$ cat src/rtl/fifo_arb_pkg.sv
// fifo_arb_pkg: shared types and helpers for the FIFO write-port arbiter.
//   - arb_state_e : arbiter FSM state (IDLE / BURST), 1-bit encoding
//   - id_width()  : width of a requester index for a given requester count
package fifo_arb_pkg;

  localparam logic ST_IDLE  = 1'b0;
  localparam logic ST_BURST = 1'b1;

  typedef enum logic {
    IDLE  = ST_IDLE,
    BURST = ST_BURST
  } arb_state_e;

  // A single requester still needs a 1-bit index so ports never collapse to zero width.
  function automatic int id_width(input int num_req);
    return (num_req > 1) ? $clog2(num_req) : 1;
  endfunction

endpackage

$ cat src/rtl/fifo_wr_arbiter_rr_pick.sv
// rr_pick: combinational round-robin selector.
//   req    : request vector, one bit per requester
//   rr_ptr : highest-priority index for this pick
//   pick   : first set bit of req searching rr_ptr, rr_ptr+1, ... (mod NUM_REQ)
//   any    : at least one request is set
// The request vector is doubled and shifted down by rr_ptr so the search
// becomes a plain lowest-bit priority encode; the offset is then mapped back.
module rr_pick
  import fifo_arb_pkg::*;
#(
  parameter int NUM_REQ  = 4,
  parameter int ID_WIDTH = id_width(NUM_REQ)
) (
  input  logic [NUM_REQ-1:0]  req,
  input  logic [ID_WIDTH-1:0] rr_ptr,
  output logic [ID_WIDTH-1:0] pick,
  output logic                any
);

  logic [NUM_REQ-1:0] rot;
  logic               found;
  int                 idx;

  // NOTE: combinational logic uses blocking assignments, and every variable
  // written here gets a default first so no latch can be inferred.
  always_comb begin
    rot   = NUM_REQ'({req, req} >> rr_ptr);
    pick  = '0;
    found = 1'b0;
    idx   = 0;
    for (int i = 0; i < NUM_REQ; i++) begin
      if (!found && rot[i]) begin
        found = 1'b1;
        idx   = int'(rr_ptr) + i;
        // Explicit wrap so non-power-of-2 requester counts stay in range.
        if (idx >= NUM_REQ) idx = idx - NUM_REQ;
        pick  = ID_WIDTH'(idx);
      end
    end
  end

  assign any = |req;

endmodule

$ cat src/rtl/fifo_wr_arbiter.sv
// fifo_wr_arbiter: shares one async-FIFO write port among NUM_REQ requesters
// in the write clock domain, round-robin with bursts of up to MAX_BURST beats.
//   wr_clk, wr_rst_n : write-domain clock, async active-low reset
//   req_vld/req_data : per-requester beat valid and packed beat data
//   req_rdy          : combinational accept, only ever set for the owner
//   fifo_full/afull  : FIFO flags (afull at DEPTH-1)
//   fifo_wr_en/data  : registered FIFO write strobe and data
//   gnt_vld/gnt_id   : a burst is in progress / current owner
module fifo_wr_arbiter
  import fifo_arb_pkg::*;
#(
  parameter  int NUM_REQ    = 4,
  parameter  int DATA_WIDTH = 4,
  parameter  int MAX_BURST  = 4,
  localparam int ID_WIDTH   = id_width(NUM_REQ)
) (
  input  logic                          wr_clk,
  input  logic                          wr_rst_n,
  input  logic [NUM_REQ-1:0]            req_vld,
  input  logic [NUM_REQ*DATA_WIDTH-1:0] req_data,
  output logic [NUM_REQ-1:0]            req_rdy,
  input  logic                          fifo_full,
  input  logic                          fifo_afull,
  output logic                          fifo_wr_en,
  output logic [DATA_WIDTH-1:0]         fifo_wr_data,
  output logic                          gnt_vld,
  output logic [ID_WIDTH-1:0]           gnt_id
);

  localparam int                  CNT_WIDTH = $clog2(MAX_BURST + 1);
  localparam logic [CNT_WIDTH-1:0] LAST_BEAT = CNT_WIDTH'(MAX_BURST - 1);
  localparam logic [ID_WIDTH-1:0]  LAST_ID   = ID_WIDTH'(NUM_REQ - 1);

  arb_state_e            state, state_nxt;
  logic [ID_WIDTH-1:0]   rr_ptr, rr_ptr_nxt;
  logic [ID_WIDTH-1:0]   gnt_id_nxt, pick;
  logic [CNT_WIDTH-1:0]  beat_cnt, beat_cnt_nxt;
  logic                  any_req, owner_vld, accept_ok, beat;
  logic [DATA_WIDTH-1:0] owner_data;

  rr_pick #(
    .NUM_REQ  (NUM_REQ),
    .ID_WIDTH (ID_WIDTH)
  ) u_rr_pick (
    .req    (req_vld),
    .rr_ptr (rr_ptr),
    .pick   (pick),
    .any    (any_req)
  );

  assign gnt_vld    = (state == BURST);
  assign owner_vld  = req_vld[gnt_id];
  assign owner_data = req_data[gnt_id*DATA_WIDTH +: DATA_WIDTH];

  // Almost-full only blocks while a registered write is still in flight:
  // that write takes the last free slot, so nothing else may be accepted.
  assign accept_ok = ~fifo_full & ~(fifo_afull & fifo_wr_en);
  assign beat      = gnt_vld & owner_vld & accept_ok;

  always_comb begin
    req_rdy = '0;
    if (beat) req_rdy[gnt_id] = 1'b1;
  end

  always_comb begin
    state_nxt    = state;
    gnt_id_nxt   = gnt_id;
    rr_ptr_nxt   = rr_ptr;
    beat_cnt_nxt = beat_cnt;
    case (state)
      IDLE: begin
        if (any_req) begin
          gnt_id_nxt   = pick;
          beat_cnt_nxt = '0;
          state_nxt    = BURST;
        end
      end
      BURST: begin
        if (beat) beat_cnt_nxt = beat_cnt + 1'b1;
        // A stall (owner valid, no accept) matches neither term, so the burst holds.
        // Limit and owner-drop in the same cycle collapse into a single exit.
        if (!owner_vld || (beat && (beat_cnt == LAST_BEAT))) begin
          state_nxt  = IDLE;
          rr_ptr_nxt = (gnt_id == LAST_ID) ? '0 : gnt_id + 1'b1;
        end
      end
    endcase
  end

  // NOTE: sequential state uses non-blocking assignments; these are all
  // control/data registers (no storage array), so every one takes the reset.
  always_ff @(posedge wr_clk or negedge wr_rst_n) begin
    if (!wr_rst_n) begin
      state        <= IDLE;
      rr_ptr       <= '0;
      beat_cnt     <= '0;
      gnt_id       <= '0;
      fifo_wr_en   <= 1'b0;
      fifo_wr_data <= '0;
    end else begin
      state      <= state_nxt;
      rr_ptr     <= rr_ptr_nxt;
      beat_cnt   <= beat_cnt_nxt;
      gnt_id     <= gnt_id_nxt;
      fifo_wr_en <= beat;
      if (beat) fifo_wr_data <= owner_data;
    end
  end

endmodule

$ cat config.mk
export PLATFORM = sky130hd
export DESIGN_NAME = fifo_wr_arbiter
export DESIGN_NICKNAME = d
export VERILOG_FILES = /design/src/rtl/fifo_arb_pkg.sv /design/src/rtl/fifo_wr_arbiter_rr_pick.sv /design/src/rtl/fifo_wr_arbiter.sv
export SDC_FILE = /design/constraint.sdc
export NUM_CORES = 1
export LEC_CHECK = 0
export ABC_AREA = 1
export CAP_MARGIN = 15
export CORE_MARGIN = 2
export CORE_UTILIZATION = 45
export CTS_CLUSTER_SIZE = 24
export DETAILED_ROUTE_END_ITERATION = 6
export PLACE_DENSITY = 0.79
export SETUP_SLACK_MARGIN = 0.15
export SYNTH_ARGS = -nofsm -noshare
export SYNTH_HDL_FRONTEND = slang
export SYNTH_SLANG_ARGS = --single-unit
$ cat constraint.sdc
create_clock -name wr_clk -period 1.8 [get_ports wr_clk]
set_clock_uncertainty 0.1 [all_clocks]
set_input_delay 0.36 -clock wr_clk [delete_from_list [all_inputs] [get_ports wr_clk]]
set_output_delay 0.36 -clock wr_clk [all_outputs]
set_load 0.01 [all_outputs]
==> summary.md <==
| Metric | Value |
|---|---|
| Outcome | `finished with violations` |
| Failing checks | `negative setup slack` |
| Nets | `between 200 and 250` |
| Power Dens Cells | `1539 nW/um^2` |
| Row cnt | `17` |
| Sequential area share after synthesis | `30.92%` |
| Multi-input logic area | `around 670 um^2` |
| Yosys reg bits | `13` |
| Final total power | `around 2.5 mW` |
| Initial antenna violation count | `0` |
| # fillers | `around 190` |
| Area contributors post-synth | `dfrtp_1, nand2_1, ha_1` |
| Clock buffer count from CTS | `3` |
| Post-DP HPWL | `between 2000 and 2500 um` |
| Hold Path Class | `input pin to async pin` |
| Initial DRC count | `17` |
| Post-synth top area share | `just over 30%` |
| Yosys warning count | `0` |
| EDFF count, synth | `0` |
| H-tree Lvls | `1` |
| Leak pwr | `a little under 0.9 nW` |
| Sequential cell area | `roughly 330 um^2` |
| Synth Instances | `around 150` |
| Area leader, netlist | `dfrtp_1` |
| First-pass GRT wire length | `4919 um` |
| Critical path type | `flip-flop to output port` |
| P&R area growth vs syn | `55.41%` |
| Post-Synth Adder-Cell Area | `7.134%` |
| Share of cells above drive strength 1 | `a little under a third` |
| Worst path arrival time | `between 1 and 1.5 ns` |
| Clk slew on worst S/H paths | `0.08 ns` |
| Compound-Gate Fraction of Synth Area | `between 10% and 20%` |
| Die area | `between 2000 and 3000 um^2` |
| Final Slew Violations | `0` |
| Simple-gate share of the synthesized area | `between 30 and 40%` |
| DIE WIDTH | `52.36 um` |
| Antenna Cells | `0` |
| Crit path launch type | `flip-flop` |
| Maxcap violations | `0` |
| Final setup fails | `4` |
| Number of global-route vias before repair | `approximately 1200` |
| Hold buffer count at CTS | `0` |
| Routed len/inst | `approximately 13 um` |
| Data required, critical path | `between 1 and 1.5 ns` |
| XOR/XNOR Fraction of Synth Area | `less than 1%` |
| Final hold slack | `about 0.35 ns` |
| PortBufs | `35` |
| Io pins | `36` |
| Effective utilization at floorplan | `between 40% and 50%` |
| Final period util | `101.3%` |
| Routed vias/inst | `slightly above 5` |
| Grt total ovfl | `0` |
| Worst setup EP type | `output port` |
| CTS Root Cell | `clkbuf_4` |
| Die Y | `roughly 52 um` |
| Final instance area | `about 1600 um^2` |
| Worst VDD drop | `1029 uV` |
| Worst-Margin Slew | `roughly 0.58 ns` |
| Setup TNS | `-0.04673 ns` |
| Post-Place Worst Slack | `-0.6316 ns` |
| Largest net degree at the start of global routing | `14` |
| Clk Latency, worst-skew pair | `0.27 ns` |
| Post-route ant nets | `0` |
| DP Area | `approximately 1500 um^2` |
| Syn Area/Cell | `between 6 and 7 um^2` |
| Fmax | `approximately 550 MHz` |
| Post-route setup slack | `-0.02287 ns` |
| Final WL | `3041 um` |
| RSZ-0062 raised after global routing | `true` |
| Reg2reg setup slack | `around 0.2 ns` |
| Post-synthesis mux area share | `0%` |
| Yosys cell types | `24` |
| Tmin final | `between 1.5 and 2 ns` |
| Max_slew headroom | `about three fifths` |
| Synth Cell Area | `1052 um^2` |
| DRC violations left | `0` |
| Mapped Nets | `181` |
| Core area | `about 2200 um^2` |
| Hold Fails Final Rpt | `0` |
| DR vias | `1193` |
| Pre-antenna DRT Iters | `4` |
| GPL Wtd Cong | `a little under 0.8` |
| Async SR Flop Fraction | `100.0%` |
| # clock sinks | `13` |
| CTS Buffer Depth | `2` |
| Synth Flop Type | `dfrtp_1` |
| Largest fanout on the critical path | `6` |
| CTS tree | `yes` |
| GRT Total Usage | `approximately a quarter` |
| Largest family of logic cells by synthesized area | `simple AND/OR/NAND/NOR gates` |
==> final timing paths <==
path | from | to | cells past startpoint
setup / recovery | gnt_id[0]$_DFFE_PN0P_ | req_rdy[0] | 6
hold / removal | wr_rst_n | fifo_wr_data[3]$_DFFE_PN0P_ | 1
setup reg to reg | gnt_id[0]$_DFFE_PN0P_ | beat_cnt[0]$_DFFE_PN0P_ | 7
hold reg to reg | fifo_wr_data[2]$_DFFE_PN0P_ | fifo_wr_data[2]$_DFFE_PN0P_ | 2
max in group asynchronous | wr_rst_n | gnt_id[0]$_DFFE_PN0P_ | 1
min in group wr_clk | fifo_wr_data[2]$_DFFE_PN0P_ | fifo_wr_data[2]$_DFFE_PN0P_ | 2
==> power breakdown <==
group / leakage [nW] / internal, mW / total (mW) / switching, mW
sequential: 0.160 / 0.428 / 0.571 / 0.142
clock: 0.0150 / 0.0857 / 0.175 / 0.0897
combinational: 0.691 / 0.808 / 1.77 / 0.963
==> critical path, stage by stage, from the launching register on <==
cell     delay [ns]
dfrtp_2        0.46
inv_2          0.07
buf_4          0.13
ha_1           0.19
inv_1          0.07
nor2_2         0.04
buf_2          0.13
==> per-stage QoR <==
| stage | cells | utilization [%] |
|---|---|---|
| after floorplan | 151 | - |
| after global placement | 227 | 69.34 |
| after detailed placement | 227 | 69.34 |
| after CTS | 236 | 71.78 |
| after global routing | 236 | 73.93 |
| final | 236 | 73.93 |
==> area by class of cell <==
type / instances / share of cell area [%]
well taps: 28 / 2.142
repair buffers: 57 / 30.37
flip-flops and latches: 13 / 20.12
clock buffers: 4 / 1.607
multi-input cells: 114 / 41.16
inverters: 20 / 4.591
==> sequential cells by signal, indices dropped and copies added (netlist names) <==
name	count
fifo_wr_data	4
beat_cnt	3
gnt_id	2
rr_ptr	2
fifo_wr_en	1
gnt_vld	1
==> routing by layer <==
metal	GRT usage (%)	share of wire, %	up-vias
li1	-	-	603
met1	29.44	43	545
met2	42.08	51	41
met3	4.286	4.9	4
met4	5.983	0.89	0
met5	0	0	-
==> cells in the final DEF (no fill, tap or decap), drive strengths merged <==
master | netlist | routed
nand4 | 4 | 4
clkdlybuf4s15 | 0 | 1
nand3 | 15 | 15
dlymetal6s2s | 0 | 3
nor2 | 15 | 15
clkbuf | 0 | 4
clkdlybuf4s50 | 0 | 19
dlygate4sd2 | 0 | 8
xor2 | 1 | 1
o21a | 1 | 1
buf | 4 | 26
a21oi | 3 | 3
inv | 20 | 20
nand2 | 51 | 51
o211ai | 1 | 1
o22ai | 5 | 5
o21ai | 11 | 11
o31ai | 1 | 1
ha | 6 | 6
dfrtp | 13 | 13
==> cell usage after synthesis (2+ instances only) <==
master and count:
a21oi_1 3, nand2_2 8, nand4_1 3, nand3_2 4, o21ai_0 9, o22ai_1 4, dfrtp_1 13, nand2_1 43
nand3_1 11, buf_6 2, ha_1 6, nor2_1 14, buf_2 2, inv_1 15, inv_2 5
==> cell families after synthesis <==
family | Yosys count
xor gates and xnor gates | 1
buffers and inverters | 24
adders and majority gates | 6
AOI/OAI and AO/OA | 22
and+or+nand+nor | 85
DFF | 13
==> repair_timing <==
item / in CTS / in global routing
endpoints found under the setup margin: 10 / 14
gates resized for setup: 31 / 16
pin swaps: 8 / 6
setup buffers: 5 / 0
No activity file was read; power rests on OpenSTA's default activity.
==> RTL change 1: new RTL, same flow settings <==
`NUM_REQ` is set to 4 in 2 places; all go to 5.
--- a/src/rtl/fifo_wr_arbiter_rr_pick.sv
+++ b/src/rtl/fifo_wr_arbiter_rr_pick.sv
@@ -8,7 +8,7 @@
 module rr_pick
   import fifo_arb_pkg::*;
 #(
-  parameter int NUM_REQ  = 4,
+  parameter int NUM_REQ  = 5,
   parameter int ID_WIDTH = id_width(NUM_REQ)
 ) (
   input  logic [NUM_REQ-1:0]  req,
--- a/src/rtl/fifo_wr_arbiter.sv
+++ b/src/rtl/fifo_wr_arbiter.sv
@@ -9,7 +9,7 @@
 module fifo_wr_arbiter
   import fifo_arb_pkg::*;
 #(
-  parameter  int NUM_REQ    = 4,
+  parameter  int NUM_REQ    = 5,
   parameter  int DATA_WIDTH = 4,
   parameter  int MAX_BURST  = 4,
   localparam int ID_WIDTH   = id_width(NUM_REQ)
Ports: changed (resized gnt_id, req_data, req_rdy and req_vld); port bits go from 36 to 43. The function was not compared with the original's and may differ.
==> RTL change 1 against the original RTL <==
The run still ends with setup timing left; critical endpoint is now req_rdy[4]; synthesized cell count grew 73%; total power increased by 150%; register-to-register slack lost 0.58 ns; fmax is 22% lower; global-route usage rose by 2.8 points; utilization up 7.7 points; largest cell class unchanged; highest routed layer unchanged; sequential cell count increased by 2; clock power rose by 70%; area after synthesis grew 63%; sequential power rose by 27%; setup slack worse by 0.51 ns; final area increased by 83%; routed wire length is 120% higher.
==> RTL change 1: results (changes against the original RTL) <==
| Metric | Value |
|---|---|
| GPL Wtd Cong | 0.8780 (was 0.7833) |
| Worst Path Arrival | 1.88 ns (was 1.36 ns) |
| Metal2 WL | 3352 um (was 1550 um) |
| Pwr per Cell Area | 2072 nW/um2 (was 1539 nW/um2) |
| Port-buffer cells | 42 (was 35) |
| Met1 WL | 2822 um (was 1316 um) |
| Switch Pwr | 3.286 mW (was 1.195 mW) |
| Leakage power | 1.435 nW (was 0.8658 nW) |
| Comb pwr | 5.16 mW (was 1.77 mW) |
| Setup ws final | -0.5358 ns (was -0.02287 ns) |
| Clk_lat worst skew | 0.26 ns |
| Post-Syn Nets | 303 (was 181) |
| Slowest cell delay on critical path | 0.49 ns (was 0.46 ns) |
| Seq pwr share | 11.8% (was 22.7%) |
| Crit-path max FO | 5 (was 6) |
| Drt first pass iters | 5 (was 4) |
| Maximum vdd ir drop | 1.248 mV (was 1.029 mV) |
| Unique masters post-synth | 33 (was 24) |
| RR Startpoint | rr_ptr[1] (was gnt_id[0]) |
| Largest net degree at the start of global routing | 16 (was 14) |
| Largest Register | fifo_wr_data (unchanged) |
| Fin nets | 406 (was 239) |
| Final setup fails | 19 (was 4) |
| Total wire length | 6784 um (was 3041 um) |
| Slew margin rel. | 72.68% (was 61.19%) |
| Critical path endpoint | req_rdy[4] (was req_rdy[0]) |
| Vias | 2,257 (was 1,193) |
| Hpwl dp | 4088 um (was 2281 um) |
| Number of fill cells | 213 (was 188) |
| Number of buffers created by CTS | 3 (unchanged) |
| Synth top area cells | dfrtp_1, nand2_1, ha_1 (unchanged) |
| GRT Total Usage | 26.58% (was 23.75%) |
| Placed Instances | 392 (was 227) |
| Fraction of the yosys area taken by sequential cells | 21.91% (was 30.92%) |
| Commonest cells in the netlist | nand2_1, nand3_1, nor2_1 (was nand2_1, inv_1, nor2_1) |
| Placed cell area | 2608 um2 (was 1534 um2) |
| Layout cells sized above 1 | 41.87% (was 31.25%) |
| Global Route met3 Usage | 2.568% (was 4.286%) |
| H-tree depth | 1 (unchanged) |
| Wire length on met3 | 358 um (was 148 um) |
| Number of cells on the worst reg-to-reg path | 12 (was 7) |
| Failing checks | setup timing (unchanged) |
| HP Class | in2async (unchanged) |
| Syn_area_per_cell | 6.563 um2 (was 6.969 um2) |
| Outcome | finished, violations left (unchanged) |
| Ys Warns | 0 (unchanged) |
| Crit path max-delay family | simple AND/OR/NAND/NOR gates (was flip-flops) |
| Worst flop-to-flop path endpoint | gnt_id[1] (was beat_cnt[0]) |
| Global-route wire length before repair | 8769 um (was 4919 um) |
| Vias in the first global route | 2,029 (was 1,191) |
| CTS root buffer | clkbuf_8 (was clkbuf_4) |
| Clock-pin slew on the worst setup and hold paths | 0.07 ns |
| Met2 Use GR | 44.95% (was 42.08%) |
| Wire length per cell | 16.51 um (was 12.89 um) |
| Initial drt markers | 232 (was 17) |
| Met1 GRT Util | 34.58% (was 29.44%) |
| Worst setup path startpoint | gnt_id[2] (was gnt_id[0]) |
| Worst reg2reg setup slack | -0.38 ns (was 0.20 ns) |
-- RTL change 1: changes by cell type in the layout (fill, tap and decap cells not counted), moves of 7 or more --
cell and change:
buf_4 +31, buf_6 +10, clkdlybuf4s50_1 +14, nand2_1 +33
nand2_2 +7, nand2_4 +7, nand3_1 +12, o21ai_1 +10
-- RTL change 1: logic make-up (layout without fill, tap and decap cells) --
group | after synthesis | in the layout | share of synthesized area (%)
xor gates and xnor gates | 5 | 5 | 2.556
buffers and inverters | 34 | 136 | 8.838
DFF | 15 | 15 | 21.91
adders and majority gates | 13 | 13 | 9.934
and+or+nand+nor | 162 | 162 | 45.65
AOI/OAI and AO/OA | 32 | 32 | 11.10
-- RTL change 1: cell type report --
class	count	share of cell area (%)
clock buffer	4	1.508
timing repair buffer	103	30.67
sequential	15	12.82
inverter	29	4.273
tap	48	2.011
multi-input combinational	212	48.72
-- RTL change 1: worst min-delay path by stage --
stage	slack [ns]	depth (start not counted)	from	to
detailed placement	0.37	2	fifo_wr_data[3]	fifo_wr_data[3]
global route	0.34	2	wr_rst_n	beat_cnt[1]
CTS	0.31	2	wr_rst_n	beat_cnt[1]
finish	0.31	2	wr_rst_n	beat_cnt[1]
floorplan	-0.04	0	wr_rst_n	beat_cnt[0]
global placement	0.36	2	fifo_wr_data[3]	fifo_wr_data[3]
-- RTL change 1: stage by stage --
stage	util [%]	setup slack (ns)	TNS (ns)
finish	81.58	-0.5358	-4.418
global placement	71.22	-0.7159	-5.096
CTS	74.98	-0.3600	-2.087
detailed placement	71.22	-0.7510	-5.519
global route	81.58	-0.5682	-5.287
floorplan	-	-0.08828	-0.1353
-- RTL change 1: repair_timing --
action                                  4_1_cts  5_1_grt
buffers inserted                              6        9
resized for setup                            44       55
pin swaps                                    21       20
endpoints found under the setup margin       23       23
==> RTL change 2: new RTL, config.mk and constraints unchanged <==
Without the edit above. Reset style: synchronous (`wr_rst_n`), changed in one clocked block. Comments in the files are not updated.
--- a/src/rtl/fifo_wr_arbiter.sv
+++ b/src/rtl/fifo_wr_arbiter.sv
@@ -89,7 +89,7 @@
 
   // NOTE: sequential state uses non-blocking assignments; these are all
   // control/data registers (no storage array), so every one takes the reset.
-  always_ff @(posedge wr_clk or negedge wr_rst_n) begin
+  always_ff @(posedge wr_clk) begin
     if (!wr_rst_n) begin
       state        <= IDLE;
       rr_ptr       <= '0;
Formal check against the unedited RTL: differs if wr_rst_n is asserted again (counterexample within 4 cycles, from zero or initial values and one cycle with wr_rst_n low); with wr_rst_n held inactive, the same outputs for 10 cycles.
==> RTL change 2 against the original RTL <==
Cell count rose by 3.8%; global-route usage is 0.18 points higher; setup slack gained 0.057 ns; area after synthesis shrank 0.48%; sequential cell count unchanged; count of clock-buffer cells in the layout unchanged; routed wire length is 3.2% lower; final area fell by 3.6%; register-to-register slack improved by 0.06 ns; fmax rose by 3.2%; critical endpoint is now req_rdy[3]; highest routed layer unchanged.
Power is not compared: it rests on default switching activity, and its combinational part moved more than twofold at a synthesized area within 25%.
==> RTL change 2: results (changes against the original RTL) <==
| Metric | Value |
|---|---|
| Outcome | complete, no violations (was finished, violations left) |
| Placed Instances | 238 (was 227) |
| Vias in the first global route | 1,139 (was 1,191) |
| Multi-input gate count | 126 (was 114) |
| Syn_area_per_cell | 6.386 um2 (was 6.969 um2) |
| Number of non-clock buffers in the layout | 53 (was 57) |
| Mux contribution to synthesized area | 0% (unchanged) |
| Placed cell area | 1510 um2 (was 1534 um2) |
| Fin util | 71.27% (was 73.93%) |
| Inverter count | 21 (was 20) |
| Layout cells sized above 1 | 28.11% (was 31.25%) |
| Fraction of the yosys area taken by sequential cells | 24.85% (was 30.92%) |
| Number of fill cells | 200 (was 188) |
| Vias | 1,228 (was 1,193) |
| Slowest cell delay on critical path | 0.44 ns (was 0.46 ns) |
| Commonest cells in the netlist | nand2_1, nor2_1, inv_1 (was nand2_1, inv_1, nor2_1) |
| Clock-pin slew on the worst setup and hold paths | 0.08 ns (about the same) |
| Compound-gate portion of the synthesized area | 15.05% (was 13.20%) |
| Post-Syn Nets | 194 (was 181) |
| Xor/xnor share of the synthesized area | 0.8363% (was 0.8323%) |
| GRT Total Usage | 23.94% (was 23.75%) |
| Largest net degree at the start of global routing | 10 (was 14) |
| NonClk Buf Share | 29.29% (was 30.37%) |
| GPL Wtd Cong | 0.8437 (was 0.7833) |
| Initial antenna violation count | 0 (unchanged) |
| Final setup fails | 0 (was 4) |
| Async SR Flop Fraction | 0% (was 100.0%) |
| Global-route wire length before repair | 4899 um (was 4919 um) |
| Worst Path Arrival | 1.31 ns (was 1.36 ns) |
| DP Worst Slack | -0.5711 ns (was -0.6316 ns) |
| Fin cells | 245 (was 236) |
| Synth top area cells | dfxtp_1, nand2_1, ha_1 (was dfrtp_1, nand2_1, ha_1) |
| Fraction of area in multi-input gates | 44.21% (was 41.16%) |
| Total wire length | 2943 um (was 3041 um) |
| Crit-path max FO | 5 (was 6) |
| Sequential share of cell area | 17.06% (was 20.12%) |
| Synth Area in Adders | 7.168% (was 7.134%) |
| CP max-delay cell | clkdlybuf4s50_1 (was dfrtp_2) |
| Initial drt markers | 12 (was 17) |
| Clock network area share | 1.667% (was 1.607%) |
| Unique masters post-synth | 25 (was 24) |
| Slew margin rel. | 76.97% (was 61.19%) |
| Crit path max-delay family | buffers and inverters (was flip-flops) |
| HP Class | reg2reg (was in2async) |
[RTL change 2: tightest hold or removal path: cells and delay by family, from the launching register on]
kind / cells / cell delay (ns)
compound gates: 1 / 0.05
flops: 1 / 0.32
simple gates: 1 / 0.06
[RTL change 2: layer usage]
layer	GRT usage, %	vias to the layer above	wire [um]
li1	-	636	-
met1	28.04	569	1320
met2	43.46	21	1517
met3	5.714	2	98
met4	5.983	0	6
met5	0	-	0
[RTL change 2: path summary, 6_finish.rpt]
check,start,endpoint,slack (ns),depth (start not counted)
min reg2reg,fifo_wr_data[2],fifo_wr_data[2],0.37,2
max,fifo_full,req_rdy[3],0.03,5
min,fifo_wr_data[2],fifo_wr_data[2],0.37,2
max reg2reg,gnt_id[0],beat_cnt[1],0.26,13
[RTL change 2: what timing repair did]
item | 4_1_cts | 5_1_grt
gates resized for setup | 28 | 16
gates cloned | 0 | 0
pin swaps | 2 | 4
buffers inserted | 1 | 2
setup endpoints to repair | 7 | 8
